**config.mk**
```make
export PLATFORM = sky130hd
export DESIGN_NAME = hazard_stall_unit
export DESIGN_NICKNAME = d
export VERILOG_FILES = /design/src/rtl/hazard_stall_unit_pkg.sv /design/src/rtl/hazard_stall_unit_scoreboard.sv /design/src/rtl/hazard_stall_unit.sv
export SDC_FILE = /design/constraint.sdc
export NUM_CORES = 1
export LEC_CHECK = 0
export ABC_CLOCK_PERIOD_IN_PS = 1750
export BUFFER_PORTS_ARGS = -buffer_cell sky130_fd_sc_hd__clkbuf_2
export CORE_MARGIN = 5
export CORE_UTILIZATION = 48
export DETAILED_ROUTE_END_ITERATION = 8
export PLACE_DENSITY = 0.77
export SYNTH_ARGS = -nofsm -noshare
export SYNTH_HDL_FRONTEND = slang
export SYNTH_SLANG_ARGS = --single-unit
```
**constraint.sdc**
```tcl
create_clock -name clk -period 1.75 [get_ports clk]
set_input_delay 0.175 -clock clk [delete_from_list [all_inputs] [get_ports clk]]
set_output_delay 0.175 -clock clk [all_outputs]
set_load 0.05 [all_outputs]
```
**src/rtl/hazard_stall_unit_pkg.sv**
```systemverilog
// Shared definitions for the ID-stage hazard/stall/halt controller:
// FSM encodings, register constants and the scoreboard entry layout.
package hazard_stall_unit_pkg;

  localparam int REG_W = 5;

  localparam logic [REG_W-1:0] REG_X0  = 5'd0;
  localparam logic [REG_W-1:0] REG_X17 = 5'd17;
  localparam int               ECALL_HALT_VAL = 10;

  localparam int ST_W = 2;
  localparam logic [ST_W-1:0] ST_RUN    = 2'd0;
  localparam logic [ST_W-1:0] ST_DRAIN  = 2'd1;
  localparam logic [ST_W-1:0] ST_HALTED = 2'd2;

  typedef struct packed {
    logic             valid;
    logic [REG_W-1:0] rd;
    logic             is_load;
  } sb_entry_t;

  localparam sb_entry_t SB_EMPTY = '0;

  // True when an in-flight writer produces a register the ID instruction reads.
  function automatic logic src_match(input sb_entry_t e,
                                     input logic use_rs1, input logic [REG_W-1:0] rs1,
                                     input logic use_rs2, input logic [REG_W-1:0] rs2);
    return e.valid && ((use_rs1 && (rs1 == e.rd)) || (use_rs2 && (rs2 == e.rd)));
  endfunction

endpackage

```
**src/rtl/hazard_stall_unit_scoreboard.sv**
```systemverilog
// Three-stage (EX/MEM/WB) writer scoreboard plus the RAW and ecall
// stall decision against the instruction currently in ID.
module hazard_scoreboard
  import hazard_stall_unit_pkg::*;
#(
  parameter bit FORWARDING = 1'b1
) (
  input  logic             clk,
  input  logic             reset,
  input  logic             id_valid_i,
  input  logic             id_flush_i,
  input  logic [REG_W-1:0] id_rs1_i,
  input  logic [REG_W-1:0] id_rs2_i,
  input  logic             id_use_rs1_i,
  input  logic             id_use_rs2_i,
  input  logic [REG_W-1:0] id_rd_i,
  input  logic             id_reg_write_i,
  input  logic             id_mem_read_i,
  input  logic             id_is_ecall_i,
  input  logic             is_nop_i,
  output logic             stall_o
);

  sb_entry_t ex_q, mem_q, wb_q, ex_d;
  logic      ex_match, mem_match, raw_stall, ecall_stall;

  // NOTE: every variable written in always_comb gets a default first, otherwise a latch is inferred.
  always_comb begin
    ex_d = SB_EMPTY;
    if (id_valid_i && id_reg_write_i && !is_nop_i && !id_flush_i && (id_rd_i != REG_X0)) begin
      ex_d = '{valid: 1'b1, rd: id_rd_i, is_load: id_mem_read_i};
    end
  end

  // NOTE: the entries are control state, not storage; a stale valid bit after reset would raise a false stall, so all three are reset.
  always_ff @(posedge clk or posedge reset) begin
    if (reset) begin
      ex_q  <= SB_EMPTY;
      mem_q <= SB_EMPTY;
      wb_q  <= SB_EMPTY;
    end else begin
      // NOTE: non-blocking assignments make this a true shift; blocking would copy EX straight through to WB.
      ex_q  <= ex_d;
      mem_q <= ex_q;
      wb_q  <= mem_q;
    end
  end

  // WB is tracked but never matched: the register file writes before it reads.
  logic unused_wb;
  assign unused_wb = ^wb_q;

  assign ex_match  = src_match(ex_q,  id_use_rs1_i, id_rs1_i, id_use_rs2_i, id_rs2_i);
  assign mem_match = src_match(mem_q, id_use_rs1_i, id_rs1_i, id_use_rs2_i, id_rs2_i);

  assign raw_stall = FORWARDING ? (ex_match && ex_q.is_load) : (ex_match || mem_match);

  // ecall reads x17 in ID where no forwarding path exists, so it waits for EX and MEM.
  assign ecall_stall = id_is_ecall_i &&
                       ((ex_q.valid  && (ex_q.rd  == REG_X17)) ||
                        (mem_q.valid && (mem_q.rd == REG_X17)));

  assign stall_o = id_valid_i && !id_flush_i && (raw_stall || ecall_stall);

endmodule

```
**src/rtl/hazard_stall_unit.sv**
```systemverilog
// Hazard, stall and ecall-halt controller beside the ID stage of the
// 5-stage RV32I pipeline; owns the RUN/DRAIN/HALTED FSM and stall counter.
module hazard_stall_unit
  import hazard_stall_unit_pkg::*;
#(
  parameter int FORWARDING   = 1,
  parameter int DRAIN_CYCLES = 3,
  parameter int CNT_W        = 32
) (
  input  logic             clk,
  input  logic             reset,
  input  logic             id_valid,
  input  logic             id_flush,
  input  logic [REG_W-1:0] id_rs1,
  input  logic [REG_W-1:0] id_rs2,
  input  logic             id_use_rs1,
  input  logic             id_use_rs2,
  input  logic [REG_W-1:0] id_rd,
  input  logic             id_reg_write,
  input  logic             id_mem_read,
  input  logic             id_is_ecall,
  input  logic             id_x17_is_10,
  output logic             pc_write,
  output logic             if_id_write,
  output logic             is_nop,
  output logic             is_halted,
  output logic [CNT_W-1:0] stall_count
);

  localparam int DRAIN_W = (DRAIN_CYCLES > 1) ? $clog2(DRAIN_CYCLES) : 1;
  localparam logic [DRAIN_W-1:0] DRAIN_LOAD = DRAIN_W'(DRAIN_CYCLES - 1);

  logic [ST_W-1:0]    state_q, state_d;
  logic [DRAIN_W-1:0] drain_cnt_q, drain_cnt_d;
  logic [CNT_W-1:0]   stall_count_q, stall_count_d;
  logic               stall, halt_ecall;

  hazard_scoreboard #(
    .FORWARDING (FORWARDING != 0)
  ) u_scoreboard (
    .clk            (clk),
    .reset          (reset),
    .id_valid_i     (id_valid),
    .id_flush_i     (id_flush),
    .id_rs1_i       (id_rs1),
    .id_rs2_i       (id_rs2),
    .id_use_rs1_i   (id_use_rs1),
    .id_use_rs2_i   (id_use_rs2),
    .id_rd_i        (id_rd),
    .id_reg_write_i (id_reg_write),
    .id_mem_read_i  (id_mem_read),
    .id_is_ecall_i  (id_is_ecall),
    .is_nop_i       (is_nop),
    .stall_o        (stall)
  );

  // x17 is sampled only once the ecall is no longer stalled, so a stale read never halts.
  assign halt_ecall = id_valid && id_is_ecall && !stall && !id_flush && id_x17_is_10;

  always_comb begin
    state_d       = state_q;
    drain_cnt_d   = drain_cnt_q;
    stall_count_d = stall_count_q;
    pc_write      = 1'b1;
    if_id_write   = 1'b1;
    is_nop        = 1'b0;

    case (state_q)
      ST_RUN: begin
        if (stall) begin
          pc_write    = 1'b0;
          if_id_write = 1'b0;
          is_nop      = 1'b1;
          if (stall_count_q != '1) stall_count_d = stall_count_q + CNT_W'(1);
        end else begin
          is_nop = id_flush || !id_valid;
          if (halt_ecall) begin
            state_d     = ST_DRAIN;
            drain_cnt_d = DRAIN_LOAD;
          end
        end
      end
      ST_DRAIN: begin
        pc_write    = 1'b0;
        if_id_write = 1'b0;
        is_nop      = 1'b1;
        if (drain_cnt_q == '0) state_d = ST_HALTED;
        else                   drain_cnt_d = drain_cnt_q - DRAIN_W'(1);
      end
      ST_HALTED: begin
        pc_write    = 1'b0;
        if_id_write = 1'b0;
        is_nop      = 1'b1;
      end
      default: state_d = ST_RUN;
    endcase

    // While reset is held the front end runs freely with no bubble.
    if (reset) begin
      pc_write    = 1'b1;
      if_id_write = 1'b1;
      is_nop      = 1'b0;
    end
  end

  always_ff @(posedge clk or posedge reset) begin
    if (reset) begin
      state_q       <= ST_RUN;
      drain_cnt_q   <= '0;
      stall_count_q <= '0;
    end else begin
      state_q       <= state_d;
      drain_cnt_q   <= drain_cnt_d;
      stall_count_q <= stall_count_d;
    end
  end

  assign is_halted   = (state_q == ST_HALTED);
  assign stall_count = stall_count_q;

endmodule

```
# Yosys cells after proc, flatten, opt, wreduce, memory -nomap -nowiden
# Index checks and enable logic that the tools add are counted.
[classes]
add_sub_neg = 2
multipliers = 0
n_div = 0
n_lt_le_gt_ge = 0
eq_ne = 11
shifts = 0
mux = 15
bitwise_logic = 1
n_reduce_logical = 33
[op_table]
columns = ["cell", "count"]
rows = [
  ["adder 32 x 1 -> 32 bit, second input constant", 1],
  ["inequality test 32 bit, second input constant", 1],
  ["logical AND 1 bit", 17],
  ["2-to-1 mux 2 bit", 6],
  ["== test 5 bit", 2],
  ["== test 5 bit, second input constant", 2],
  ["inequality test 2 bit, second input constant", 4],
  ["AND reduction 4 bit", 2],
  ["2-to-1 mux 7 bit", 1],
  ["one-hot mux 2 bit (3 select lines)", 1],
  ["nonzero test 5 bit", 1],
  ["zero test 1 bit", 4],
  ["zero test 2 bit", 2],
  ["logical OR 1 bit", 4],
  ["2-to-1 mux 1 bit", 4],
  ["one-hot mux 1 bit (2 select lines)", 2],
  ["one-hot mux 2 bit (2 select lines)", 1],
  ["AND reduction 3 bit", 1],
  ["== test 2 x 1 -> 1 bit, second input constant", 1],
  ["== test 2 bit, second input constant", 1],
  ["nonzero test 2 bit", 1],
  ["OR reduction 2 bit", 1],
  ["subtractor 2 x 1 -> 2 bit, second input constant", 1],
  ["NOT 1 bit", 1],
]
[totals]
regBits = 49
latchBits = 0
mem_bits_rw = 0
rom_bits = 0
input_bits = 25
output_inout_bits = 36
wordCells = 70
mem_count = 0

# Depth between registers and ports, before layout
[depth]
ltp_word = 15
depth_mapped = 7
ltp_nobuf = 6

# Modules after synthesis
# A second synthesis with hierarchy kept.
[hier_totals]
cells_unflattened = 234
area_unflattened_um2 = 2511.2
[modules_own_cells]
columns = ["mod", "instances", "cells_each", "area_per_inst_um2"]
rows = [
  ["hazard_stall_unit", 1, 189, 1945.6],
  ["hazard_scoreboard", 1, 45, 565.5],
]

# Least setup slack after synthesis
# OpenSTA, ideal clock, no wires.
[synth_path]
path_kind = "register to output"
from = "register u_scoreboard.ex_q[5] in the netlist's numbering"
to = "output port is_nop"
arrival_time_ns = 2.441
required_time_ns = 1.575
slack_ns = -0.866
stages_incl_launch_ff = 6
cell_sequence = "dfrtp_1 -> xor2_1 -> nor4_2 -> o31ai_1 -> buf_2 -> a211oi_1"
[synth_between]
elab_chain_cells = 10
[synth_rtl]
columns = ["item", "line_no", "rtl"]
rows = [
  ["start, declared", "hazard_stall_unit_scoreboard.sv:24", "sb_entry_t ex_q, mem_q, wb_q, ex_d;"],
  ["start signal, assigned", "hazard_stall_unit_scoreboard.sv:38", "ex_q <= SB_EMPTY;"],
  ["start signal, assigned", "hazard_stall_unit_scoreboard.sv:43", "ex_q <= ex_d;"],
  ["== test 5 bit", "hazard_stall_unit_pkg.sv:28", "return e.valid && ((use_rs1 && (rs1 == e.rd)) || (use_rs2 && (rs2 == e.rd)));"],
  ["logical AND 1 bit", "hazard_stall_unit_pkg.sv:28", ""],
  ["logical OR 1 bit", "hazard_stall_unit_pkg.sv:28", ""],
  ["logical AND 1 bit", "hazard_stall_unit_pkg.sv:28", ""],
  ["logical AND 1 bit", "hazard_stall_unit_scoreboard.sv:56", "assign raw_stall = FORWARDING ? (ex_match && ex_q.is_load) : (ex_match || mem_match);"],
  ["logical OR 1 bit (*)", "hazard_stall_unit_scoreboard.sv:63", "assign stall_o = id_valid_i && !id_flush_i && (raw_stall || ecall_stall);"],
  ["logical AND 1 bit (*)", "hazard_stall_unit_scoreboard.sv:63", ""],
  ["2-to-1 mux 1 bit (*)", "hazard_stall_unit.sv:70", "if (stall) begin"],
  ["one-hot mux 1 bit (2 select lines) (*)", "hazard_stall_unit.sv:68", "case (state_q)"],
  ["2-to-1 mux 1 bit (*)", "hazard_stall_unit.sv:99", "if (reset) begin"],
  ["end, declared", "hazard_stall_unit.sv:25", "output logic is_nop,"],
]
# Every way passes the cells marked *; elsewhere a longest branch is shown, timed or not.

# Worst setup path after layout
[layout_path]
from = "register u_scoreboard.ex_q[1] in the netlist's numbering"
to = "output port if_id_write"
[layout_between]
elab_chain_cells = 10
[layout_rtl]
columns = ["item", "line_no", "rtl"]
rows = [
  ["== test 5 bit", "hazard_stall_unit_pkg.sv:28", ""],
  ["logical AND 1 bit", "hazard_stall_unit_pkg.sv:28", ""],
  ["logical OR 1 bit", "hazard_stall_unit_pkg.sv:28", ""],
  ["logical AND 1 bit", "hazard_stall_unit_pkg.sv:28", ""],
  ["logical AND 1 bit", "hazard_stall_unit_scoreboard.sv:56", ""],
  ["logical OR 1 bit (*)", "hazard_stall_unit_scoreboard.sv:63", ""],
  ["logical AND 1 bit (*)", "hazard_stall_unit_scoreboard.sv:63", ""],
  ["2-to-1 mux 1 bit (*)", "hazard_stall_unit.sv:70", ""],
  ["one-hot mux 1 bit (2 select lines) (*)", "hazard_stall_unit.sv:68", ""],
  ["2-to-1 mux 1 bit (*)", "hazard_stall_unit.sv:99", ""],
  ["end, declared", "hazard_stall_unit.sv:24", "output logic if_id_write,"],
]
# Marks and branches as above.

==> run metrics <==
Fin Hold WS 81.8 ps; failing checks negative setup slack; Data arrival, critical path 2200 ps; Synth Flop Type dfrtp_1; Yosys top cell area share 47.3%; vias in the first global route 2,869; Mapped Nets 271; most common cell after layout, fill and taps aside buf_4; Reg2Reg Setup Slack -620 ps; status finished, violations left; clock root buffer master clkbuf_8; largest net degree at the start of global routing 50; final hold vios 0; Hold Crit Depth 2; initial antenna violation count 0; VDD IR max 0.000457 V; Worst R2R Start u_scoreboard.ex_q[1]; fin crit share 136%; Crit Path Class register to output pin; HPWL Detailed 4930 microns; R2R Path End stall_count[9]; Syn Area/Cell 10.8 sq um; setup violators final 46; CP max FO 3; Initial Util 50.1%; YS warnings 0; Period minus WS final approximately 2400 ps; # DRC 0; PnR worst setup slack -626 ps; max_cap viols 0; first-pass GRT wire length 15,200 microns; Fmax 421 MHz; Layout Nets 421; clk sinks 49; width of the die 83.5 microns; Die ar. approximately 0.007 sq mm; CP Data Required Time 1570 ps; RSZ-0062 raised after global routing true; row count 26; Die Height between 80 and 90 microns; post-synthesis async set-or-reset flop share 100%; Post-synth EDFFs 0; Largest stage delay, worst path 470 ps; drt total wl 11,200 microns; most frequent cells in the layout buf_4 (64), clkbuf_2 (57), dfrtp_2 (34); CP max stage cell dfrtp_2; Reg2Reg Depth 9; worst setup path start u_scoreboard.ex_q[1]; Placer Congestion 0.962; Worst-Margin Slew between 600 and 700 ps; critical path launch point type register; grt ovf 0; Num CTS Buffers 5; Tot Pwr 3.04 mW; Yosys top cell by area dfrtp_1; top cells by area, synth dfrtp_1 (47%), xor2_1 (10%), xnor2_1 (3.7%), nand3_1 (3.5%), ha_1 (3.4%); Pwr per Cell Area 662 mW/mm^2; CTS Hold Bufs 0; area of the core roughly 0.0052 sq mm; Buffers on Ports 60; Tot GR Track Use 27.9%; CTS Buffer Depth 2; Rel. slew slack between 50% and 60%; critical-path cell list xnor2_2 > nand4_1 > nor3_4 > o31a_1 > a22o_1 > nand2_4 > clkbuf_16; cell count after synthesis 239; Synth Cell Area about 0.0026 sq mm; crit end category output pin; HP Class input pin to register; Slew Limit Fails 0; area grow syn2layout 77.3%; CTS tree yes; Clk pin slew, worst setup/hold paths about 90 ps; IO Pins 61; vias per cell just over 6; Seq/Total Area, Yosys 47.3%; CTS H-tree lvls 2; layout cells sized above 1 68.2%; final setup skew ~6.6 ps; DRT antenna net count 0; WHS Endpoint u_scoreboard.ex_q[4]; post-synthesis register bit count just under 50; ant diodes 0; drt first-iter violations 240; total iterations of the first detailed-routing run 5; DR vias 2,779; clock latency on the worst-skew pair 310 ps; Netlist cell types 50; Hold Startpoint id_rd[3]; Leak Pwr 2.47 nW; wire per inst 24.3 microns
-- kinds of logic after synthesis --
| logic type | share of synthesized area (%) |
|---|---|
| AOI/OAI and AO/OA | 5.22 |
| xor gates and xnor gates | 13.9 |
| adders and majority gates | 3.38 |
| buffers and inverters | 2.32 |
| DFF | 47.3 |
| muxes | 1.30 |
| and+or+nand+nor | 26.6 |
-- sequential cells by signal, indices dropped and copies added (netlist names) --
register and cells:
u_scoreboard.ex_q 7, drain_cnt_q 2, state_q 2, u_scoreboard.mem_q 6
stall_count 32
-- cell usage after synthesis, drive strengths merged (4+ instances only) --
master  count
inv        10
nand4       6
nand3      18
xnor2      11
nor4       11
and2        5
and3        5
xor2       30
dfrtp      49
nor3       14
or4         5
buf         4
ha          7
nor2       13
nand2      17
-- cell type report --
type	count	area, sq um
multi-input cells	176	1940
flip-flops and latches	49	1270
repair buffers	147	1160
fillers	198	581
well taps	70	87.6
clock buffers	7	86.3
inverters	10	41.3
clock inverters	1	7.51
-- layer usage --
layer	wire length (microns)	global-route usage, %
met1	4090	32.7
met2	5610	47.0
met3	773	6.12
met4	679	16.1
met5	0	0
-- report_power, final --
group          internal, mW  leakage [nW]  switching (mW)
logic                 0.456          1.82           0.618
registers              1.20         0.604          0.0563
clock network         0.322        0.0445           0.392
total                  1.97          2.47            1.07
-- what timing repair did --
action                     4_1_cts  5_1_grt
setup endpoints to repair       45       46
gates resized for setup         84       49
buffers inserted                16       14
cloned                           2        0
pin swaps                       53       42
-- worst max path at each step --
stage / to / slack [ps] / depth (start not counted)
6_report: if_id_write / -630 / 7
5_1_grt: is_nop / -710 / 8
4_1_cts: is_nop / -410 / 7
3_5_place_dp: stall_count[10] / -300 / 7
3_3_place_gp: stall_count[10] / -200 / 7
2_1_floorplan: stall_count[19] / -260 / 6
-- stage by stage --
stage / cell area [sq um] / TNS [ps] / util (%) / worst slack, ps / std cells
after floorplan: 2720 / -3710 / - / -262 / 239
after global placement: 3590 / -4950 / 69.3 / -197 / 427
after detailed placement: 3590 / -7810 / 69.3 / -299 / 427
after CTS: 4300 / -7810 / 83.1 / -411 / 451
after global routing: 4590 / -23530 / 88.8 / -713 / 460
final: 4590 / -19210 / 88.8 / -626 / 460
-- critical path: cells and delay by family (launching register included) --
kind                      cells  cell delay [ps]
and+or+nand+nor               3              620
DFF                           1              470
AOI/OAI and AO/OA             2              420
xor gates and xnor gates      1              210
buffers and inverters         1              180
No activity file was read; power rests on OpenSTA's default activity.
